<file path="config.mk">
export PLATFORM = sky130hd
export DESIGN_NAME = egr_rrs_responder_flat
export DESIGN_NICKNAME = d
export VERILOG_FILES = /design/src/rtl/egr_rrs_responder_if.sv /design/src/rtl/egr_rrs_responder.sv /design/src/flat_wrapper.sv
export SDC_FILE = /design/constraint.sdc
export NUM_CORES = 2
export LEC_CHECK = 0
export CAP_MARGIN = 20
export CELL_PAD_IN_SITES_DETAIL_PLACEMENT = 0
export CELL_PAD_IN_SITES_GLOBAL_PLACEMENT = 1
export CORE_MARGIN = 2
export CORE_UTILIZATION = 47
export CTS_BUF_LIST = sky130_fd_sc_hd__clkbuf_16
export DETAILED_ROUTE_END_ITERATION = 10
export GPL_ROUTABILITY_DRIVEN = 0
export PLACE_DENSITY_LB_ADDON = 0.1
export SLEW_MARGIN = 40
export SYNTH_ARGS = -nofsm -noshare
export SYNTH_HDL_FRONTEND = slang
export SYNTH_MEMORY_MAX_BITS = 65536
export SYNTH_SLANG_ARGS = --single-unit
</file>
<file path="constraint.sdc">
create_clock -name clk -period 34.1 [get_ports clk]
set_input_delay 6.82 -clock clk [delete_from_list [all_inputs] [get_ports clk]]
set_output_delay 6.82 -clock clk [all_outputs]
set_load 0.005 [all_outputs]
</file>
<file path="src/rtl/egr_rrs_responder_if.sv">
// ---------------------------------------------------------------------------
// egr_rrs_responder_if
//   Request / response handshake bundle between a read requestor (TQU) and
//   the egress Read Response responder.
//
//   Request channel  (requestor -> responder)
//     req_valid, req_addr, req_tag   ; req_ready back to the requestor
//   Response channel (responder -> requestor)
//     rsp_valid, rsp_data, rsp_tag, rsp_err ; rsp_ready back to the responder
//
//   Modports
//     master : requestor side
//     slave  : responder side
// ---------------------------------------------------------------------------
interface egr_rrs_responder_if #(
  parameter int ADDR_W = 16,
  parameter int DATA_W = 512,
  parameter int TAG_W  = 8
);
  logic              req_valid;
  logic              req_ready;
  logic [ADDR_W-1:0] req_addr;
  logic [TAG_W-1:0]  req_tag;

  logic              rsp_valid;
  logic              rsp_ready;
  logic [DATA_W-1:0] rsp_data;
  logic [TAG_W-1:0]  rsp_tag;
  logic              rsp_err;

  modport master (
    output req_valid, req_addr, req_tag, rsp_ready,
    input  req_ready, rsp_valid, rsp_data, rsp_tag, rsp_err
  );

  modport slave (
    input  req_valid, req_addr, req_tag, rsp_ready,
    output req_ready, rsp_valid, rsp_data, rsp_tag, rsp_err
  );
endinterface

</file>
<file path="src/rtl/egr_rrs_responder.sv">
// ---------------------------------------------------------------------------
// egr_rrs_responder
//   Responder end of the egress Read Response interface. Read requests are
//   issued to a fixed-latency data-buffer read port; the returning data is
//   paired with the original tag and queued in a response FIFO so that the
//   requestor can back-pressure responses. Responses leave in acceptance
//   order. An occupancy reservation (requests in flight + responses held)
//   capped at DEPTH guarantees the FIFO never overflows.
//
// Parameters
//   ADDR_W  : request address width
//   DATA_W  : read data width
//   TAG_W   : requestor tag width (returned unmodified)
//   MEM_LAT : memory latency from mem_rd_en to mem_rd_data valid (1..8)
//   DEPTH   : response FIFO entries / max outstanding (power of two, 2..32)
//
// Ports
//   clk, rst_n   : core clock, asynchronous active-low reset
//   bus (slave)  : req_valid/req_ready/req_addr/req_tag request channel,
//                  rsp_valid/rsp_ready/rsp_data/rsp_tag/rsp_err response
//   mem_rd_en    : memory read strobe (registered)
//   mem_rd_addr  : memory read address (registered)
//   mem_rd_data  : read data, valid MEM_LAT cycles after mem_rd_en
//   mem_rd_par   : even parity over mem_rd_data
//   outstanding  : requests in flight plus responses held in the FIFO
//
// Configuration
//   EGR_RRS_PARITY_EN : when defined, parity of the returning data is checked
//                       at capture and reported on rsp_err with the response.
//                       When undefined rsp_err is tied low and mem_rd_par is
//                       ignored.
// ---------------------------------------------------------------------------
module egr_rrs_responder #(
  parameter int ADDR_W  = 16,
  parameter int DATA_W  = 512,
  parameter int TAG_W   = 8,
  parameter int MEM_LAT = 3,
  parameter int DEPTH   = 8
) (
  input  logic                   clk,
  input  logic                   rst_n,
  egr_rrs_responder_if.slave     bus,
  output logic                   mem_rd_en,
  output logic [ADDR_W-1:0]      mem_rd_addr,
  input  logic [DATA_W-1:0]      mem_rd_data,
  input  logic                   mem_rd_par,
  output logic [$clog2(DEPTH):0] outstanding
);

  localparam int IDX_W = $clog2(DEPTH);
  localparam int PTR_W = IDX_W + 1;

  // -------------------------------------------------------------------------
  // Declarations
  // -------------------------------------------------------------------------
  logic [PTR_W-1:0]  outstanding_r;
  logic              req_ready_s;
  logic              accept_s;
  logic              pop_s;

  logic              mem_rd_en_r;
  logic [ADDR_W-1:0] mem_rd_addr_r;

  logic [MEM_LAT:0]  dl_vld_r;
  logic [TAG_W-1:0]  dl_tag_r [MEM_LAT+1];

  logic [PTR_W-1:0]  wr_ptr_r;
  logic [PTR_W-1:0]  rd_ptr_r;
  logic [IDX_W-1:0]  wr_idx_s;
  logic [IDX_W-1:0]  rd_idx_s;
  logic              fifo_wr_s;
  logic              fifo_empty_s;
  logic              fifo_full_s;

  logic [DATA_W-1:0] fifo_data_r [DEPTH];
  logic [TAG_W-1:0]  fifo_tag_r  [DEPTH];

  // -------------------------------------------------------------------------
  // Handshakes
  // -------------------------------------------------------------------------
  // The reservation is taken at accept time, so the FIFO slot for every
  // request already exists before its data returns from memory.
  assign req_ready_s = (outstanding_r < PTR_W'(DEPTH));
  assign accept_s    = bus.req_valid && req_ready_s;
  assign pop_s       = !fifo_empty_s && bus.rsp_ready;

  // Occupancy counter: +1 on accept, -1 on pop, unchanged when both occur.
  always_ff @(posedge clk or negedge rst_n) begin
    if (!rst_n) begin
      outstanding_r <= {PTR_W{1'b0}};
    end else begin
      case ({accept_s, pop_s})
        2'b10:   outstanding_r <= outstanding_r + PTR_W'(1);
        2'b01:   outstanding_r <= outstanding_r - PTR_W'(1);
        default: outstanding_r <= outstanding_r;
      endcase
    end
  end

  // -------------------------------------------------------------------------
  // Accept stage: memory read strobe and tag delay line
  // -------------------------------------------------------------------------
  // Registered memory read strobe; the address holds between reads.
  always_ff @(posedge clk or negedge rst_n) begin
    if (!rst_n) begin
      mem_rd_en_r   <= 1'b0;
      mem_rd_addr_r <= {ADDR_W{1'b0}};
    end else begin
      mem_rd_en_r <= accept_s;
      if (accept_s) begin
        mem_rd_addr_r <= bus.req_addr;
      end else begin
        mem_rd_addr_r <= mem_rd_addr_r;
      end
    end
  end

  // Tag delay line: stage 0 lines up with mem_rd_en, stage MEM_LAT with the
  // cycle in which mem_rd_data is valid. Clearing the valid bits on reset is
  // what makes data still returning from pre-reset reads harmless.
  always_ff @(posedge clk or negedge rst_n) begin
    if (!rst_n) begin
      dl_vld_r <= {(MEM_LAT+1){1'b0}};
      for (int i = 0; i <= MEM_LAT; i++) begin
        dl_tag_r[i] <= {TAG_W{1'b0}};
      end
    end else begin
      dl_vld_r    <= {dl_vld_r[MEM_LAT-1:0], accept_s};
      dl_tag_r[0] <= bus.req_tag;
      for (int i = 1; i <= MEM_LAT; i++) begin
        dl_tag_r[i] <= dl_tag_r[i-1];
      end
    end
  end

  // -------------------------------------------------------------------------
  // Response FIFO
  // -------------------------------------------------------------------------
  assign fifo_wr_s    = dl_vld_r[MEM_LAT];
  assign wr_idx_s     = wr_ptr_r[IDX_W-1:0];
  assign rd_idx_s     = rd_ptr_r[IDX_W-1:0];
  assign fifo_empty_s = (wr_ptr_r == rd_ptr_r);
  assign fifo_full_s  = (wr_ptr_r[PTR_W-1] != rd_ptr_r[PTR_W-1]) &&
                        (wr_idx_s == rd_idx_s);

  // FIFO pointers with wrap bit.
  always_ff @(posedge clk or negedge rst_n) begin
    if (!rst_n) begin
      wr_ptr_r <= {PTR_W{1'b0}};
      rd_ptr_r <= {PTR_W{1'b0}};
    end else begin
      if (fifo_wr_s) begin
        wr_ptr_r <= wr_ptr_r + PTR_W'(1);
      end else begin
        wr_ptr_r <= wr_ptr_r;
      end
      if (pop_s) begin
        rd_ptr_r <= rd_ptr_r + PTR_W'(1);
      end else begin
        rd_ptr_r <= rd_ptr_r;
      end
    end
  end

  // FIFO payload storage; contents are only observed through a valid head.
  always_ff @(posedge clk) begin
    if (fifo_wr_s) begin
      fifo_data_r[wr_idx_s] <= mem_rd_data;
      fifo_tag_r[wr_idx_s]  <= dl_tag_r[MEM_LAT];
    end
  end

  // -------------------------------------------------------------------------
  // Response outputs (head entry, zero while empty)
  // -------------------------------------------------------------------------
  assign bus.req_ready = req_ready_s;
  assign bus.rsp_valid = !fifo_empty_s;
  assign bus.rsp_data  = fifo_empty_s ? {DATA_W{1'b0}} : fifo_data_r[rd_idx_s];
  assign bus.rsp_tag   = fifo_empty_s ? {TAG_W{1'b0}}  : fifo_tag_r[rd_idx_s];

  assign mem_rd_en   = mem_rd_en_r;
  assign mem_rd_addr = mem_rd_addr_r;
  assign outstanding = outstanding_r;

`ifdef EGR_RRS_PARITY_EN
  logic fifo_err_r [DEPTH];

  // Nonzero when the data word and its even-parity bit disagree.
  function automatic logic par_err(input logic [DATA_W-1:0] data,
                                   input logic              par);
    return (^data) ^ par;
  endfunction

  // Parity error flag stored alongside each entry.
  always_ff @(posedge clk) begin
    if (fifo_wr_s) begin
      fifo_err_r[wr_idx_s] <= par_err(mem_rd_data, mem_rd_par);
    end
  end

  assign bus.rsp_err = fifo_empty_s ? 1'b0 : fifo_err_r[rd_idx_s];
`else
  logic unused_par_s;
  assign unused_par_s = mem_rd_par;
  assign bus.rsp_err  = 1'b0;
`endif

  // -------------------------------------------------------------------------
  // Design-error checks
  // -------------------------------------------------------------------------
  a_no_overflow:  assert property (@(posedge clk) disable iff (!rst_n)
                                   !(fifo_wr_s && fifo_full_s));
  a_no_underflow: assert property (@(posedge clk) disable iff (!rst_n)
                                   !(pop_s && fifo_empty_s));
  a_occ_bound:    assert property (@(posedge clk) disable iff (!rst_n)
                                   outstanding_r <= PTR_W'(DEPTH));

endmodule

</file>
<file path="src/flat_wrapper.sv">
// flat-port wrapper written by rule: the top's interface ports become plain ports
module egr_rrs_responder_flat 
#(
  parameter int ADDR_W  = 16,
  parameter int DATA_W  = 512,
  parameter int TAG_W   = 8,
  parameter int MEM_LAT = 3,
  parameter int DEPTH   = 8
)
  (clk, rst_n, mem_rd_en, mem_rd_addr, mem_rd_data, mem_rd_par, outstanding, bus_req_valid, bus_req_addr, bus_req_tag, bus_rsp_ready, bus_req_ready, bus_rsp_valid, bus_rsp_data, bus_rsp_tag, bus_rsp_err);
  egr_rrs_responder_if #(.ADDR_W(ADDR_W), .DATA_W(DATA_W), .TAG_W(TAG_W)) bus_i ();
  input  logic clk;
  input  logic rst_n;
  output logic mem_rd_en;
  output logic [ADDR_W-1:0] mem_rd_addr;
  input  logic [DATA_W-1:0] mem_rd_data;
  input  logic mem_rd_par;
  output logic [$clog2(DEPTH):0] outstanding;
  input wire logic [$bits(bus_i.req_valid)-1:0] bus_req_valid;
  input wire logic [$bits(bus_i.req_addr)-1:0] bus_req_addr;
  input wire logic [$bits(bus_i.req_tag)-1:0] bus_req_tag;
  input wire logic [$bits(bus_i.rsp_ready)-1:0] bus_rsp_ready;
  output wire logic [$bits(bus_i.req_ready)-1:0] bus_req_ready;
  output wire logic [$bits(bus_i.rsp_valid)-1:0] bus_rsp_valid;
  output wire logic [$bits(bus_i.rsp_data)-1:0] bus_rsp_data;
  output wire logic [$bits(bus_i.rsp_tag)-1:0] bus_rsp_tag;
  output wire logic [$bits(bus_i.rsp_err)-1:0] bus_rsp_err;
  assign bus_i.req_valid = bus_req_valid;
  assign bus_i.req_addr = bus_req_addr;
  assign bus_i.req_tag = bus_req_tag;
  assign bus_i.rsp_ready = bus_rsp_ready;
  assign bus_req_ready = bus_i.req_ready;
  assign bus_rsp_valid = bus_i.rsp_valid;
  assign bus_rsp_data = bus_i.rsp_data;
  assign bus_rsp_tag = bus_i.rsp_tag;
  assign bus_rsp_err = bus_i.rsp_err;
  egr_rrs_responder #(.ADDR_W(ADDR_W), .DATA_W(DATA_W), .TAG_W(TAG_W), .MEM_LAT(MEM_LAT), .DEPTH(DEPTH)) u_core (.clk(clk), .rst_n(rst_n), .bus(bus_i), .mem_rd_en(mem_rd_en), .mem_rd_addr(mem_rd_addr), .mem_rd_data(mem_rd_data), .mem_rd_par(mem_rd_par), .outstanding(outstanding));
endmodule
</file>
==> qor.yml <==
drt:
  vias: 72706
  drc_errors: 0
  drtIter0Drc: 5734
  wl_per_cell_um: 29.4
  dr.pass1.iters: 7
  routed_wl_um: 382000
  ant_nets: 0
  viasPerCell: 5.60
floorplan:
  dieHeight_um: 587
  rows: 213
  io_pins: 1085
  core_area_mm2: 0.337
  initial_core_util_pct: 47.3
  die-area_mm2: 0.344
  die_w_um: 587
logic_synthesis:
  muxShareOfSynthArea_pct: 18.1
  ys_top_cells_by_count: "edfxtp_1 (4160), mux4_2 (1040), nor2_1 (528)"
  synth-compound-area-share_pct: 0.0149
  ys_ff_latch: 4224
  netlist_area_mm2: 0.160
  postSynthCellCount: 6728
  synth-adder-area-share_pct: 0.0392
  synth_cell_types: 28
  yosysTopAreaCellShare_pct: 78.3
  yosysSeqAreaShare_pct: 79.3
  syn_nets: 7274
  synthXorXnorAreaFrac_pct: 0.0824
  synth_top_cells_by_area: "edfxtp_1 (78%), mux4_2 (15%), mux2i_1 (3.3%)"
  ys_warn_count: 0
  yosys.area_share.simple_pct: 1.30
  avgSynthCellArea_um2: 23.7
  synth_top_area_cell: "edfxtp_1"
  yosysMostFrequentCell: "edfxtp_1"
  synth_edf_count: 4160
  synth_top_family_by_area: "multiplexers"
  async_flop_share_pct: 1.52
  ys.flop_type: "edfxtp_1"
clocking:
  clock-sinks: 4224
  clkSlewWorstSetupHoldPaths_ps: 70
  cts_tree: "built"
  numCtsBuffers: 438
  worstSkewPairLatency_ps: 950
  cts_buffer_depth: 4
  cts_root_buffer: "clkbuf_16"
  cts_setup_buffers: 0
  hold_buffers: 0
  htree_num_levels: 5
  cts.repair.resized: 0
sta:
  min_period_ps: 13930
  relSlewSlack_pct: 39.6
  rsz0062_at_grt: "no"
  fin_hold_ws_ps: 347
  fin_crit_sh_pct: 40.9
  hold_viol: 0
  tightest_slew_ps: 906
  drv_slew: 0
  max_clock_freq_mhz: 71.8
  setup_violations: 0
  setup_ws_ps: 20170
  skew_ps: 41.9
critical_path:
  path_max_fanout: 104
  critPathArrivalTime_ps: 7110
  crit_type: "reg2out"
  critPathRequiredTime_ps: 27280
  cp-start-kind: "flop"
  cp-end-kind: "output pin"
global_route:
  antenna_found_initial: 180
  grt_pass1_wl_um: 548000
  track_usage_pct: 21.9
  grt_start_max_net_pins: 114
  grt_pass1_vias: 75338
  grt-ovfl-total: 0
min_path:
  min-delay-path-class: "reg2reg"
pwr:
  finalPower_mw: 16.8
  p_leak_nw: 61.9
  peakVddDrop_mv: 0.0618
  power_density_mw_per_mm2: 88.3
layout:
  syn2layout_area_growth_pct: 19.3
  nNetsFinal: 8608
  n_fill_cell: 25002
  drive_above_1_share_pct: 21.7
placement:
  io_buffers: 1082
  place.detailed.hpwl_um: 220000
  dp_slack_ps: 20930
run_status:
  outcome: "finished, final reports clean"
run:
  cap_violations: 0
==> critical path, stage by stage (launching register included) <==
cell	delay, ps
dfrtp_4	940
buf_4	760
buf_4	650
buf_4	680
buf_12	540
buf_6	700
mux4_2	420
mux2i_1	490
nor2_1	90
clkdlybuf4s50_1	590
==> metrics by stage <==
step / setup TNS [ps] / cells / area, um2 / util (%)
floorplan: -3628690 / 6728 / 160000 / -
global placement: 0 / 12106 / 176000 / 52.1
detailed placement: 0 / 12131 / 176000 / 52.3
CTS: 0 / 12934 / 190000 / 56.4
global route: 0 / 12954 / 190000 / 56.4
finish: 0 / 12993 / 190000 / 56.5
==> registers in the layout (all words and copies together), names as in the netlist <==
| name | cells |
|---|---|
| u_core.fifo_tag_r | 64 |
| u_core.outstanding | 4 |
| u_core.rd_ptr_r | 4 |
| u_core.mem_rd_addr | 16 |
| u_core.wr_ptr_r | 4 |
| u_core.dl_tag_r | 32 |
| u_core.dl_vld_r | 4 |
| u_core.fifo_data_r | 4096 |
==> cell families (layout without fill, tap and decap cells) <==
kind of cell | count (synthesis) | after routing
adder cells (fa/ha/maj) | 5 | 5
other | 1 | 54
AO/OA/AOI/OAI | 4 | 4
buffers and inverters | 355 | 2052
multiplexers | 1579 | 1579
AND/OR/NAND/NOR | 545 | 545
XOR/XNOR | 15 | 15
flip-flops | 4224 | 4224
==> metal layers <==
metal / vias to the layer above / routed length, um / global-route usage, %
met3: 629 / 33900 / 7.78
met1: 38908 / 155000 / 29.0
met4: 122 / 8120 / 5.04
met2: 1998 / 185000 / 35.0
met5: - / 774 / 0
li1: 31049 / - / -
==> layout by cell type (no fill, tap or decap), drive strengths merged <==
cell type      instances
edfxtp              4160
clkdlybuf4s50       1081
mux4                1040
nor2                 528
mux2i                520
clkbuf               439
clkinv               217
buf                  165
inv                  109
dfrtp                 64
diode                 53
bufinv                32
mux2                  19
clkinvlp               9
xor2                   8
xnor2                  7
ha                     5
nand2                  4
nand2b                 3
nor3                   3
nor2b                  2
a21oi                  2
and4                   1
and2                   1
and3                   1
nand4                  1
o21ai                  1
a211o                  1
nand3                  1
conb                   1
==> worst paths after layout <==
path                                                startpoint                                end  slack, ps  cells after the start
worst max register to register  u_core.rd_ptr_r[1]$_DFFE_PN0P_  u_core.outstanding[2]$_DFFE_PN0P_      29820                     12
min in group asynchronous                                rst_n  u_core.mem_rd_addr[2]$_DFFE_PN0P_       5850                      1
max in group asynchronous                                rst_n     u_core.rd_ptr_r[2]$_DFFE_PN0P_      27740                      1
worst min-delay path             u_core.dl_tag_r[31]$_DFF_PN0_      u_core.dl_tag_r[23]$_DFF_PN0_        350                      0
worst min register to register   u_core.dl_tag_r[31]$_DFF_PN0_      u_core.dl_tag_r[23]$_DFF_PN0_        350                      0
worst max-delay path            u_core.rd_ptr_r[1]$_DFFE_PN0P_                   bus_rsp_data[70]      20170                      9
==> power by group <==
part	internal [mW]	switching, mW
combinational	2.84	3.00
clock	2.58	1.96
sequential	6.29	0.131
total	11.7	5.09
==> final cells by class <==
class	count	area (um2)	share of cell area (%)
flip-flops and latches	4224	127000	66.5
multi-input cells	2149	31200	16.4
repair buffers	1246	13100	6.87
clock buffers	439	11000	5.77
well taps	4515	5650	2.97
clock inverters	364	2730	1.44
diodes	53	133	0.0697
inverters	3	11.3	0.00592
(Power assumes the default switching activity.)
